## src/rtl/cpu_run_ctrl_if.sv

```systemverilog
// Bundle between the run controller and its environment: CPU commit
// stream and run control in, CPU reset, status, watch shadows and trace out.
interface cpu_run_ctrl_if #(
   parameter int XLEN   = 32,
   parameter int NWATCH = 4
);
   logic                   start;
   logic                   rf_we;
   logic [4:0]             rf_waddr;
   logic [XLEN-1:0]        rf_wdata;
   logic [XLEN-1:0]        pc;
   logic [NWATCH*5-1:0]    watch_addr;
   logic                   cpu_reset;
   logic                   running;
   logic                   done;
   logic [1:0]             done_cause;
   logic [31:0]            cycle_count;
   logic [NWATCH*XLEN-1:0] watch_val;
   logic [NWATCH-1:0]      watch_hit;
   logic                   trace_valid;
   logic [4:0]             trace_addr;
   logic [XLEN-1:0]        trace_data;

   modport master (
      output start, rf_we, rf_waddr, rf_wdata, pc, watch_addr,
      input  cpu_reset, running, done, done_cause, cycle_count,
             watch_val, watch_hit, trace_valid, trace_addr, trace_data
   );

   modport slave (
      input  start, rf_we, rf_waddr, rf_wdata, pc, watch_addr,
      output cpu_reset, running, done, done_cause, cycle_count,
             watch_val, watch_hit, trace_valid, trace_addr, trace_data
   );
endinterface

```

## src/rtl/cpu_run_ctrl.sv

```systemverilog
// Run controller: holds the CPU in reset, runs it until halt (stable PC) or
// cycle budget, shadows watched register writes and echoes them as a trace.
module cpu_run_ctrl #(
   parameter int          XLEN         = 32,
   parameter int          RESET_CYCLES = 10,
   parameter int unsigned MAX_CYCLES   = 500,
   parameter int          NWATCH       = 4,
   parameter int          HALT_WINDOW  = 8
) (
   input logic          clk,
   input logic          reset,
   cpu_run_ctrl_if.slave bus
);
   typedef enum logic [1:0] {IDLE, HOLD, RUN, DONE} state_t;

   localparam int              HCW        = $clog2(RESET_CYCLES + 1);
   localparam int              SCW        = $clog2(HALT_WINDOW + 1);
   localparam logic [HCW-1:0]  HOLD_LAST  = HCW'(RESET_CYCLES - 1);
   localparam logic [SCW-1:0]  HALT_LAST  = SCW'(HALT_WINDOW - 1);
   localparam logic [31:0]     LAST_CYCLE = 32'(MAX_CYCLES - 1);

   state_t                        state, state_n;
   logic [HCW-1:0]                hold_cnt;
   logic [SCW-1:0]                stable_cnt, stable_n;
   logic [XLEN-1:0]               pc_prev;
   logic                          pc_cmp_ok;
   logic                          halt, timeout, enter_hold;
   logic [NWATCH-1:0][4:0]        wa;
   logic [NWATCH-1:0]             match;
   logic [NWATCH-1:0][XLEN-1:0]   wval;
   logic [NWATCH-1:0]             whit;

   assign wa            = bus.watch_addr;
   assign bus.watch_val = wval;
   assign bus.watch_hit = whit;

   // pc_cmp_ok is low on the first RUN cycle so it always counts as a change
   always_comb begin
      match    = '0;
      for (int i = 0; i < NWATCH; i++)
         match[i] = bus.rf_we && (bus.rf_waddr != 5'd0) && (wa[i] == bus.rf_waddr);
      stable_n = '0;
      if (state == RUN && pc_cmp_ok && bus.pc == pc_prev)
         stable_n = stable_cnt + 1'b1;
      halt     = (state == RUN) && (stable_n == HALT_LAST);
      timeout  = (state == RUN) && (bus.cycle_count == LAST_CYCLE);
   end

   always_comb begin
      state_n = state;
      case (state)
         IDLE:    if (bus.start) state_n = HOLD;
         HOLD:    if (hold_cnt == HOLD_LAST) state_n = RUN;
         RUN:     if (halt || timeout) state_n = DONE;
         DONE:    if (bus.start) state_n = HOLD;
         default: state_n = IDLE;
      endcase
      enter_hold = (state_n == HOLD) && (state != HOLD);
   end

   always_ff @(posedge clk or posedge reset) begin
      if (reset) begin
         state           <= IDLE;
         hold_cnt        <= '0;
         stable_cnt      <= '0;
         pc_prev         <= '0;
         pc_cmp_ok       <= 1'b0;
         bus.cpu_reset   <= 1'b1;
         bus.running     <= 1'b0;
         bus.done        <= 1'b0;
         bus.done_cause  <= 2'b00;
         bus.cycle_count <= '0;
         bus.trace_valid <= 1'b0;
         bus.trace_addr  <= '0;
         bus.trace_data  <= '0;
         wval            <= '0;
         whit            <= '0;
      end else begin
         state         <= state_n;
         pc_prev       <= bus.pc;
         pc_cmp_ok     <= (state == RUN);
         hold_cnt      <= (state == HOLD) ? hold_cnt + 1'b1 : '0;
         bus.cpu_reset <= (state_n != RUN);
         bus.running   <= (state_n == RUN);
         bus.done      <= (state_n == DONE);

         if (enter_hold) begin
            bus.cycle_count <= '0;
            bus.done_cause  <= 2'b00;
            stable_cnt      <= '0;
            wval            <= '0;
            whit            <= '0;
         end else if (state == RUN) begin
            stable_cnt <= stable_n;
            if (halt)         bus.done_cause  <= 2'b10;
            else if (timeout) bus.done_cause  <= 2'b01;
            else              bus.cycle_count <= bus.cycle_count + 32'd1;
            for (int i = 0; i < NWATCH; i++) begin
               if (match[i]) begin
                  wval[i] <= bus.rf_wdata;
                  whit[i] <= 1'b1;
               end
            end
         end

         // A write on the final RUN cycle updates the shadow but is not traced,
         // so trace_valid never appears outside RUN.
         bus.trace_valid <= 1'b0;
         if (state == RUN && state_n == RUN && |match) begin
            bus.trace_valid <= 1'b1;
            bus.trace_addr  <= bus.rf_waddr;
            bus.trace_data  <= bus.rf_wdata;
         end
      end
   end
endmodule

```

## src/flat_wrapper.sv

```systemverilog
// flat-port wrapper written by rule: the top's interface ports become plain ports
module cpu_run_ctrl_flat 
#(
   parameter int          XLEN         = 32,
   parameter int          RESET_CYCLES = 10,
   parameter int unsigned MAX_CYCLES   = 500,
   parameter int          NWATCH       = 4,
   parameter int          HALT_WINDOW  = 8
)
  (clk, reset, bus_start, bus_rf_we, bus_rf_waddr, bus_rf_wdata, bus_pc, bus_watch_addr, bus_cpu_reset, bus_running, bus_done, bus_done_cause, bus_cycle_count, bus_watch_val, bus_watch_hit, bus_trace_valid, bus_trace_addr, bus_trace_data);
  cpu_run_ctrl_if #(.XLEN(XLEN), .NWATCH(NWATCH)) bus_i ();
  input logic clk;
  input logic reset;
  input wire logic [$bits(bus_i.start)-1:0] bus_start;
  input wire logic [$bits(bus_i.rf_we)-1:0] bus_rf_we;
  input wire logic [$bits(bus_i.rf_waddr)-1:0] bus_rf_waddr;
  input wire logic [$bits(bus_i.rf_wdata)-1:0] bus_rf_wdata;
  input wire logic [$bits(bus_i.pc)-1:0] bus_pc;
  input wire logic [$bits(bus_i.watch_addr)-1:0] bus_watch_addr;
  output wire logic [$bits(bus_i.cpu_reset)-1:0] bus_cpu_reset;
  output wire logic [$bits(bus_i.running)-1:0] bus_running;
  output wire logic [$bits(bus_i.done)-1:0] bus_done;
  output wire logic [$bits(bus_i.done_cause)-1:0] bus_done_cause;
  output wire logic [$bits(bus_i.cycle_count)-1:0] bus_cycle_count;
  output wire logic [$bits(bus_i.watch_val)-1:0] bus_watch_val;
  output wire logic [$bits(bus_i.watch_hit)-1:0] bus_watch_hit;
  output wire logic [$bits(bus_i.trace_valid)-1:0] bus_trace_valid;
  output wire logic [$bits(bus_i.trace_addr)-1:0] bus_trace_addr;
  output wire logic [$bits(bus_i.trace_data)-1:0] bus_trace_data;
  assign bus_i.start = bus_start;
  assign bus_i.rf_we = bus_rf_we;
  assign bus_i.rf_waddr = bus_rf_waddr;
  assign bus_i.rf_wdata = bus_rf_wdata;
  assign bus_i.pc = bus_pc;
  assign bus_i.watch_addr = bus_watch_addr;
  assign bus_cpu_reset = bus_i.cpu_reset;
  assign bus_running = bus_i.running;
  assign bus_done = bus_i.done;
  assign bus_done_cause = bus_i.done_cause;
  assign bus_cycle_count = bus_i.cycle_count;
  assign bus_watch_val = bus_i.watch_val;
  assign bus_watch_hit = bus_i.watch_hit;
  assign bus_trace_valid = bus_i.trace_valid;
  assign bus_trace_addr = bus_i.trace_addr;
  assign bus_trace_data = bus_i.trace_data;
  cpu_run_ctrl #(.XLEN(XLEN), .RESET_CYCLES(RESET_CYCLES), .MAX_CYCLES(MAX_CYCLES), .NWATCH(NWATCH), .HALT_WINDOW(HALT_WINDOW)) u_core (.clk(clk), .reset(reset), .bus(bus_i));
endmodule
```

## config.mk

```make
export PLATFORM = sky130hd
export DESIGN_NAME = cpu_run_ctrl_flat
export DESIGN_NICKNAME = d
export VERILOG_FILES = /design/src/rtl/cpu_run_ctrl_if.sv /design/src/rtl/cpu_run_ctrl.sv /design/src/flat_wrapper.sv
export SDC_FILE = /design/constraint.sdc
export NUM_CORES = 1
export LEC_CHECK = 0
export ABC_CLOCK_PERIOD_IN_PS = 10800
export CAP_MARGIN = 20
export CORE_ASPECT_RATIO = 1.5
export CORE_UTILIZATION = 45
export CTS_CLUSTER_SIZE = 20
export DETAILED_ROUTE_END_ITERATION = 8
export DONT_BUFFER_PORTS = 1
export GPL_TIMING_DRIVEN = 0
export HOLD_SLACK_MARGIN = 0.08
export PLACE_DENSITY = 0.72
export SLEW_MARGIN = 20
export SYNTH_ARGS = -nofsm -noshare
export SYNTH_HDL_FRONTEND = slang
export SYNTH_SLANG_ARGS = --single-unit
```

## constraint.sdc

```tcl
create_clock -name clk -period 10.8 [get_ports clk]
set_clock_uncertainty 0.05 [all_clocks]
set_input_delay 2.16 -clock clk [delete_from_list [all_inputs] [get_ports clk]]
set_output_delay 2.16 -clock clk [all_outputs]
set_load 0.02 [all_outputs]
```

# After elaboration in Yosys (flattened, before gate mapping)
# Index checks and enable logic that the tools add are counted.
# totals
reg_bits	250
inputBits	93
word_cells	100
# classes
addsub	3
n_eq_ne	18
mux	29
n_reduce_logical	29
# op_table
operator	n
128-bit two-way mux	2
32-bit two-way mux	8
32-bit by 1-bit adder with 32-bit output, second input constant	1
32-bit == test	1
32-bit by 9-bit == test with 1-bit output, second input constant	1
4-bit two-way mux	6
5-bit == test	4
2-bit two-way mux	7
1-bit logical AND	12
2-bit AND reduction	5
2-bit nonzero test	5
4-bit by 1-bit adder with 4-bit output, second input constant	2
2-bit == test, second input constant	4
2-bit != test, second input constant	3
2-bit one-hot mux with 3 select lines	1
1-bit two-way mux	5
5-bit nonzero test	1
2-bit by 1-bit == test with 1-bit output, second input constant	2
4-bit by 3-bit == test with 1-bit output, second input constant	1
4-bit == test, second input constant	1
4-bit OR reduction	1
3-bit AND reduction	1
3-bit nonzero test	1
2-bit logical NOT	1
other kinds (3)	3

# Depth between registers and ports, before layout
# Gate-level depths: netlist of run 1.
# logic_depth
ltp_word	13
depth_mapped	12
depth_no_buf	9

# Least setup slack after synthesis of run 1
# Ideal clock, no wire load.
# synth_timing
path_kind	input -> register
start	in bus_rf_waddr[1]
end	reg u_core.bus.trace_data[10] in the netlist's numbering
arrival_time_ns	4.461
required_time_ns	10.622
setup_slack_ns	6.162
cell_stages	9
cell_sequence	buf_2 or4_4 o211ai_4 nor4_2 or4_1 nand4_1 buf_4 buf_6 mux2_1
# synth_via
elab_chain_len	5
word_cells_on_any_way	12
classes_between	4 x eq/ne; 8 x reduce/logical
# synth_rtl
element	line	text
start, declared	flat_wrapper.sv:16	input wire logic [$bits(bus_i.rf_waddr)-1:0] bus_rf_waddr;
5-bit nonzero test	cpu_run_ctrl.sv:41	match[i] = bus.rf_we && (bus.rf_waddr != 5'd0) && (wa[i] == bus.rf_waddr);
1-bit logical AND (2 in a row)	cpu_run_ctrl.sv:41	
4-bit OR reduction (*)	cpu_run_ctrl.sv:109	if (state == RUN && state_n == RUN && |match) begin
1-bit logical AND (*)	cpu_run_ctrl.sv:109	
end signal, assigned	cpu_run_ctrl.sv:112	bus.trace_data <= bus.rf_wdata;
end, declared	cpu_run_ctrl_if.sv:33	watch_val, watch_hit, trace_valid, trace_addr, trace_data
# Mark *: on every way between the ends. The rest lies on a longest branch, timed or not.
# A chain may end at the register's enable or synchronous reset.

# Worst setup path in the final report of run 1
# layout_timing
start	in bus_pc[12]
end	reg u_core.bus.cycle_count[11]
# layout_via
elab_chain_len	12
word_cells_on_any_way	15
classes_between	5 x eq/ne; 4 x mux; 6 x reduce/logical
# layout_rtl
element	line	text
start, declared	flat_wrapper.sv:18	input wire logic [$bits(bus_i.pc)-1:0] bus_pc;
32-bit == test (*)	cpu_run_ctrl.sv:43	if (state == RUN && pc_cmp_ok && bus.pc == pc_prev)
1-bit logical AND (*)	cpu_run_ctrl.sv:43	
4-bit two-way mux (*)	cpu_run_ctrl.sv:43	
4-bit by 3-bit == test with 1-bit output (*)	cpu_run_ctrl.sv:45	halt = (state == RUN) && (stable_n == HALT_LAST);
1-bit logical AND (*)	cpu_run_ctrl.sv:45	
1-bit logical OR	cpu_run_ctrl.sv:54	RUN: if (halt || timeout) state_n = DONE;
2-bit two-way mux	cpu_run_ctrl.sv:54	
2-bit one-hot mux with 3 select lines	cpu_run_ctrl.sv:51	case (state)
2-bit by 1-bit == test with 1-bit output	cpu_run_ctrl.sv:58	enter_hold = (state_n == HOLD) && (state != HOLD);
1-bit logical AND	cpu_run_ctrl.sv:58	
2-bit != test (no source line) or 2-bit nonzero test (tied branches)	--	
3-bit AND reduction (no source line)	--	
end signal, assigned	cpu_run_ctrl.sv:97	else bus.cycle_count <= bus.cycle_count + 32'd1;
end, declared	cpu_run_ctrl_if.sv:32	output cpu_reset, running, done, done_cause, cycle_count,
# Marked as above.

==> results.toml, run 1 <==
[global_route]
grt_max_degree = 104
grt-ovfl-total = 0
grt_use_total_pct = 22.21
grt_antenna_before_repair = 0
grt_pass1_vias = 7188
grt_pass1_wl_mm = 41.68

[yosys]
synthesis.nets = 995
synthXorXnorAreaFrac_pct = 7.074
synth_fa_ha_area_share_pct = 0.8226
ys.flop_type = "dfrtp_1"
synth_area_um2 = 10650
postSynthAreaPerCell_um2 = 11.90
synth_top_area_cell = "dfrtp_1"
syn-instance-count = 895
synth_compound_area_share_pct = 0.9988
ys_types = 43
yosys_register_bits = 250
synth.top_cells.by_area = "dfrtp_1 59%, mux2i_1 12%, nor2_1 6.5%"
yosysSeqAreaShare_pct = 58.77
postSynth.asyncResetShare_pct = 100.0
yosys_warnings = 0
muxShareOfSynthArea_pct = 16.04
synth_top_cell_area_share_pct = 58.52
synth_top_family_by_area = "multiplexers"
synth-simple-area-share_pct = 13.91
synth_edf_count = 0

[routing]
drt_wl_total_mm = 26.92
wl_per_cell_um = 21.44
avgViaCountPerCell = 5.332
dr.pass1.iters = 4
via_count = 6697
ant_nets = 0
drtIter0Drc = 246
drc = 0

[timing]
max-slew-margin-rel_pct = 24.65
drv_slew = 0
fin_crit_ns = 4.717
hold_violations = 0
fmax_mhz = 212.0
fin_crit_sh_pct = 43.67
tightest_slew_ns = 1.120
rsz0062_at_grt = "no"
final-setup-viol-count = 0
hold-worst-slack_ns = 0.4398

[power]
swShare_pct = 39.58
intPower_w = 0.001945
p_sw_w = 0.001274
clock_power_share_pct = 27.4
p_per_area_nw_per_um2 = 269.2
pwr-share-comb_pct = 17.6
p_leak_nw = 5.333
seq_power_share_pct = 54.9
power_w = 0.003220
vdd_drop_max_uv = 171.7

[setup_path]
critPathRequiredTime_ns = 11.13
crit_arrival_ns = 5.05
worst-setup-path-type = "input pin to register"
worstSetupStartpointType = "input pin"
cp_max_fo = 10
setup.worst_path.end_class = "register"

[floorplan]
die_y_um = 190.4
coreArea_um2 = 23140
initial_core_util_pct = 46.01
rows = 68
pin_count = 300
dieArea_um2 = 24290
die_x_um = 127.6

[clock_network]
clock-root-buffer = "clkbuf_16"
h-tree-depth = 1
cts_buffers = 25
clk_latency_ns = 0.53
path_clk_slew_ns = 0.06
cts_tree = "yes"
hold_buffers = 0
postCtsResizedCells = 0
cts_sinks = 250
clk_path_buf_depth = 3
cts_setup_buffers = 0

[status]
status = "finished clean"

[hold_path]
hold_class = "register to register"

[placement]
gp_congestion = 0.8834
dp_hpwl_mm = 19.52
portBuffers = 0

[layout]
nNetsFinal = 1024
drive_gt1_share_pct = 9.883
final_common_cell = "dfrtp_1"
n_antenna_cell = 0
syn_to_final_growth_pct = 12.34
layout_common_cells = "249 x dfrtp_1, 183 x nor2_1, 129 x mux2i_1"
num-fill-cells = 2045

[run]
drv_cap = 0
## sequential cells by signal (all words and copies together), names as in the netlist
| name | cells |
|---|---|
| u_core.bus.trace_addr | 5 |
| u_core.bus.running | 1 |
| u_core.bus.cpu_reset | 1 |
| u_core.state | 2 |
| u_core.pc_cmp_ok | 1 |
| u_core.bus.cycle_count | 32 |
| u_core.stable_cnt | 4 |
| u_core.bus.watch_val | 128 |
| u_core.hold_cnt | 4 |
| u_core.bus.done_cause | 2 |
| u_core.bus.watch_hit | 4 |
| u_core.bus.trace_data | 32 |
| u_core.bus.done | 1 |
| u_core.bus.trace_valid | 1 |
| u_core.pc_prev | 32 |
## synth_stat cells (all sizes together) (4+ instances only)
master	number
xor2	19
inv	11
nand4	17
nand3	22
clkbuf	24
nor4	23
nand2	20
xnor2	67
ha	7
or4	7
nand2b	4
mux2	37
mux2i	129
and2	4
nor2	183
nor3	19
o21ai	5
buf	20
dfrtp	249
## through the flow
stage               TNS [ns]  std cells  area, um^2  setup WS, ns  util (%)
global route               0       1256       11960         5.975     51.69
floorplan                  0        895       10650         1.720         -
CTS                        0       1256       11960         6.111     51.69
global placement     -198.31       1210       11040       -0.8316     47.71
finish                     0       1256       11960         6.083     51.69
detailed placement         0       1212       11110         5.572     48.02
## worst paths after layout
| check | cells after the start | startpoint | slack (ns) | end |
|---|---|---|---|---|
| min reg2reg | 1 | u_core.hold_cnt[0] | 0.44 | u_core.hold_cnt[0] |
| min in group asynchronous | 1 | reset | 1.44 | u_core.bus.watch_val[99] |
| max | 8 | bus_pc[12] | 6.08 | u_core.bus.cycle_count[11] |
| max in group asynchronous | 2 | reset | 8.41 | u_core.bus.trace_data[24] |
| max reg2reg | 11 | u_core.state[0] | 6.67 | u_core.bus.done_cause[0] |
| min | 1 | u_core.hold_cnt[0] | 0.44 | u_core.hold_cnt[0] |
## layout make-up
type / instances / area, um^2 / area share (%)
Tap cell: 315 / 394.1 / 3.295
Sequential cell: 250 / 6257 / 52.31
Inverter: 11 / 48.80 / 0.4079
Multi-Input combinational cell: 590 / 4145 / 34.65
Clock inverter: 11 / 122.6 / 1.025
Buffer: 44 / 212.7 / 1.778
Timing Repair Buffer: 2 / 55.05 / 0.4602
Clock buffer: 33 / 725.7 / 6.067
## cell families after synthesis
logic type / count (synthesis)
multiplexers: 166
buffers and inverters: 55
AND/OR/NAND/NOR: 316
adder cells (fa/ha/maj): 7
flip-flops: 250
XOR/XNOR: 86
AO/OA/AOI/OAI: 15
## worst max-delay path, cell delays in order
cell and delay (ns):
xor2_1 0.14, or4_1 0.50, or4_1 0.52, nor4_1 0.97, buf_2 0.40, nor4_1 0.11
xnor2_1 0.18, nor2_1 0.06
## power by group through the flow
stage / sequential [W] / combinational, W / clock (W)
2_1_floorplan: 0.00168 / 0.000436 / 0
3_3_place_gp: 0.00178 / 0.000554 / 0
3_5_place_dp: 0.00178 / 0.000581 / 0
4_1_cts: 0.00177 / 0.000582 / 0.000905
5_1_grt: 0.00180 / 0.000648 / 0.000944
6_report: 0.00177 / 0.000568 / 0.000883
## layer usage
layer	GRT usage, %	wire length [um]	vias up
met5	0	0	-
met1	24.12	9834	3302
li1	-	-	3099
met2	40.40	13850	251
met4	6.787	682	0
met3	7.576	2561	45
No activity file was read; power rests on OpenSTA's default activity.
==> run 2: changes to the inputs <==
- ABC_CLOCK_PERIOD_IN_PS: 10800 -> 3900
- PLACE_DENSITY: 0.72 -> 0.74
- clock period: 10.8 -> 3.9 ns (I/O delays scaled with it)
==> results.toml, run 2 (synthesis results as in run 1) <==
[status]
status = "finished clean"

[routing]
wl_per_cell_um = 21.76
dr.pass1.iters = 5
via_count = 6833
drc = 0
drtIter0Drc = 208
drt_wl_total_mm = 27.45
avgViaCountPerCell = 5.419
ant_nets = 0

[layout]
num-fill-cells = 1977
syn_to_final_growth_pct = 13.38
finalNonFillerCells = 1261
largest_register_ffs = 128
final_common_cell = "dfrtp_1"
n_antenna_cell = 0
post-route-util_pct = 52.17
layout_common_cells = "249 x dfrtp_1, 182 x nor2_1, 129 x mux2i_1"
drive_gt1_share_pct = 10.68
nNetsFinal = 1029

[placement]
dp_cells = 1218
dp_hpwl_mm = 20.31
portBuffers = 0
gp_congestion = 0.9073

[setup_path]
crit_arrival_ns = 3.88
setup.worst_path.end_class = "register"
critPathRequiredTime_ns = 4.24
cp_max_fo = 10
crit_top_cell = "buf_2"
crit_buf_inv = 2
worstSetupStartpointType = "register"
crit_family = "simple AND/OR/NAND/NOR gates"
cp_cell_sequence = "ha_1 > nand4_1 > or4_1 > nor3_2 > a211oi_1 > a211o_1 > nor2_2 > buf_2 > buf_2 > nor2_1"
worst-setup-path-type = "register to register"
critPathMaxStageDelay_ns = 0.56
crit_path_top_delay_cell = "dfrtp_1"

[global_route]
grt_max_degree = 35
grt-ovfl-total = 0
grt_pass1_vias = 7228
grt_pass1_wl_mm = 42.32
grt_use_total_pct = 22.62
grt_antenna_before_repair = 0

[timing]
final-setup-viol-count = 0
fmax_mhz = 282.2
rsz0062_at_grt = "no"
drv_slew = 0
hold_violations = 0
max-slew-margin-rel_pct = 30.30
fin_crit_ns = 3.543
tightest_slew_ns = 1.037
fin_crit_sh_pct = 90.85

[clock_network]
cts_setup_buffers = 0
hold_buffers = 0
h-tree-depth = 1
clock-root-buffer = "clkbuf_16"
path_clk_slew_ns = 0.06
cts_tree = "yes"
clk_path_buf_depth = 3
cts_buffers = 24
clk_latency_ns = 0.52
cts_sinks = 250

[floorplan]
rows = 68
coreArea_um2 = 23140
die_y_um = 190.4
pin_count = 300
die_x_um = 127.6
initial_core_util_pct = 46.01
dieArea_um2 = 24290

[power]
vdd_drop_max_uv = 452.4
p_leak_nw = 5.362
p_per_area_nw_per_um2 = 737.3

[hold_path]
hold_class = "input pin to async pin"

[run]
drv_cap = 0
==> run 2: cell count changes in the layout (fill, tap and decap cells not counted), sizes merged <==
cell,previous run,this run
buf,22,28
clkinvlp,0,4
clkinv,7,5
inv,13,10
==> run 2: power by group <==
part	internal, W	leakage (nW)	switching (W)	total, W
clock network	0.00140	0.396	0.000989	0.00239
logic	0.000641	1.62	0.000969	0.00161
registers	0.00332	3.34	0.00159	0.00490
==> run 2: final timing paths <==
path / to / slack [ns] / cells past startpoint / start
worst max-delay path: u_core.bus.watch_val[36] / 0.36 / 10 / u_core.bus.cycle_count[0]
worst min-delay path: u_core.bus.watch_val[35] / 0.11 / 1 / reset
worst max register to register: u_core.bus.watch_val[36] / 0.36 / 10 / u_core.bus.cycle_count[0]
worst min register to register: u_core.hold_cnt[0] / 0.44 / 1 / u_core.hold_cnt[0]
max in group asynchronous: u_core.bus.watch_val[14] / 2.52 / 5 / reset
min in group clk: u_core.pc_prev[3] / 0.24 / 0 / bus_pc[3]
==> run 2: routing by layer <==
metal / wire length (um) / global-route usage (%) / vias to the layer above
li1: - / - / 3106
met1: 9922 / 24.36 / 3400
met2: 14170 / 41.11 / 272
met3: 2568 / 7.548 / 55
met4: 785 / 7.738 / 0
met5: 0 / 0 / -
==> run 2: area by class of cell <==
cell class | instances | area, um^2 | share of cell area, %
Buffer | 44 | 215.2 | 1.783
Clock inverter | 10 | 111.4 | 0.9224
Multi-Input combinational cell | 590 | 4177 | 34.59
Clock buffer | 33 | 705.7 | 5.845
Sequential cell | 250 | 6257 | 51.83
Inverter | 11 | 45.04 | 0.3731
Tap cell | 315 | 394.1 | 3.265
Timing Repair Buffer | 8 | 167.7 | 1.389
==> run 2: what timing repair did <==
| item | CTS | global route |
|---|---|---|
| endpoints found under the hold margin | 0 | 0 |
| resized for setup | 2 | 2 |
| endpoints found under the setup margin | 154 | 160 |
==> run 2: through the flow <==
step           total power, W  area (um^2)  worst slack, ns  TNS (ns)  hold slack, ns
2_1_floorplan        0.005870        10650          -0.2169    -54.00          0.4071
5_1_grt              0.009362        12070          0.08929         0          0.1203
6_report             0.008901        12070           0.3567         0          0.1069
4_1_cts              0.008981        12060          0.02581         0         0.09519
3_5_place_dp         0.006564        11240          -0.2575    -8.742          0.4334
3_3_place_gp         0.006457        11050           -1.485   -372.08          0.4209
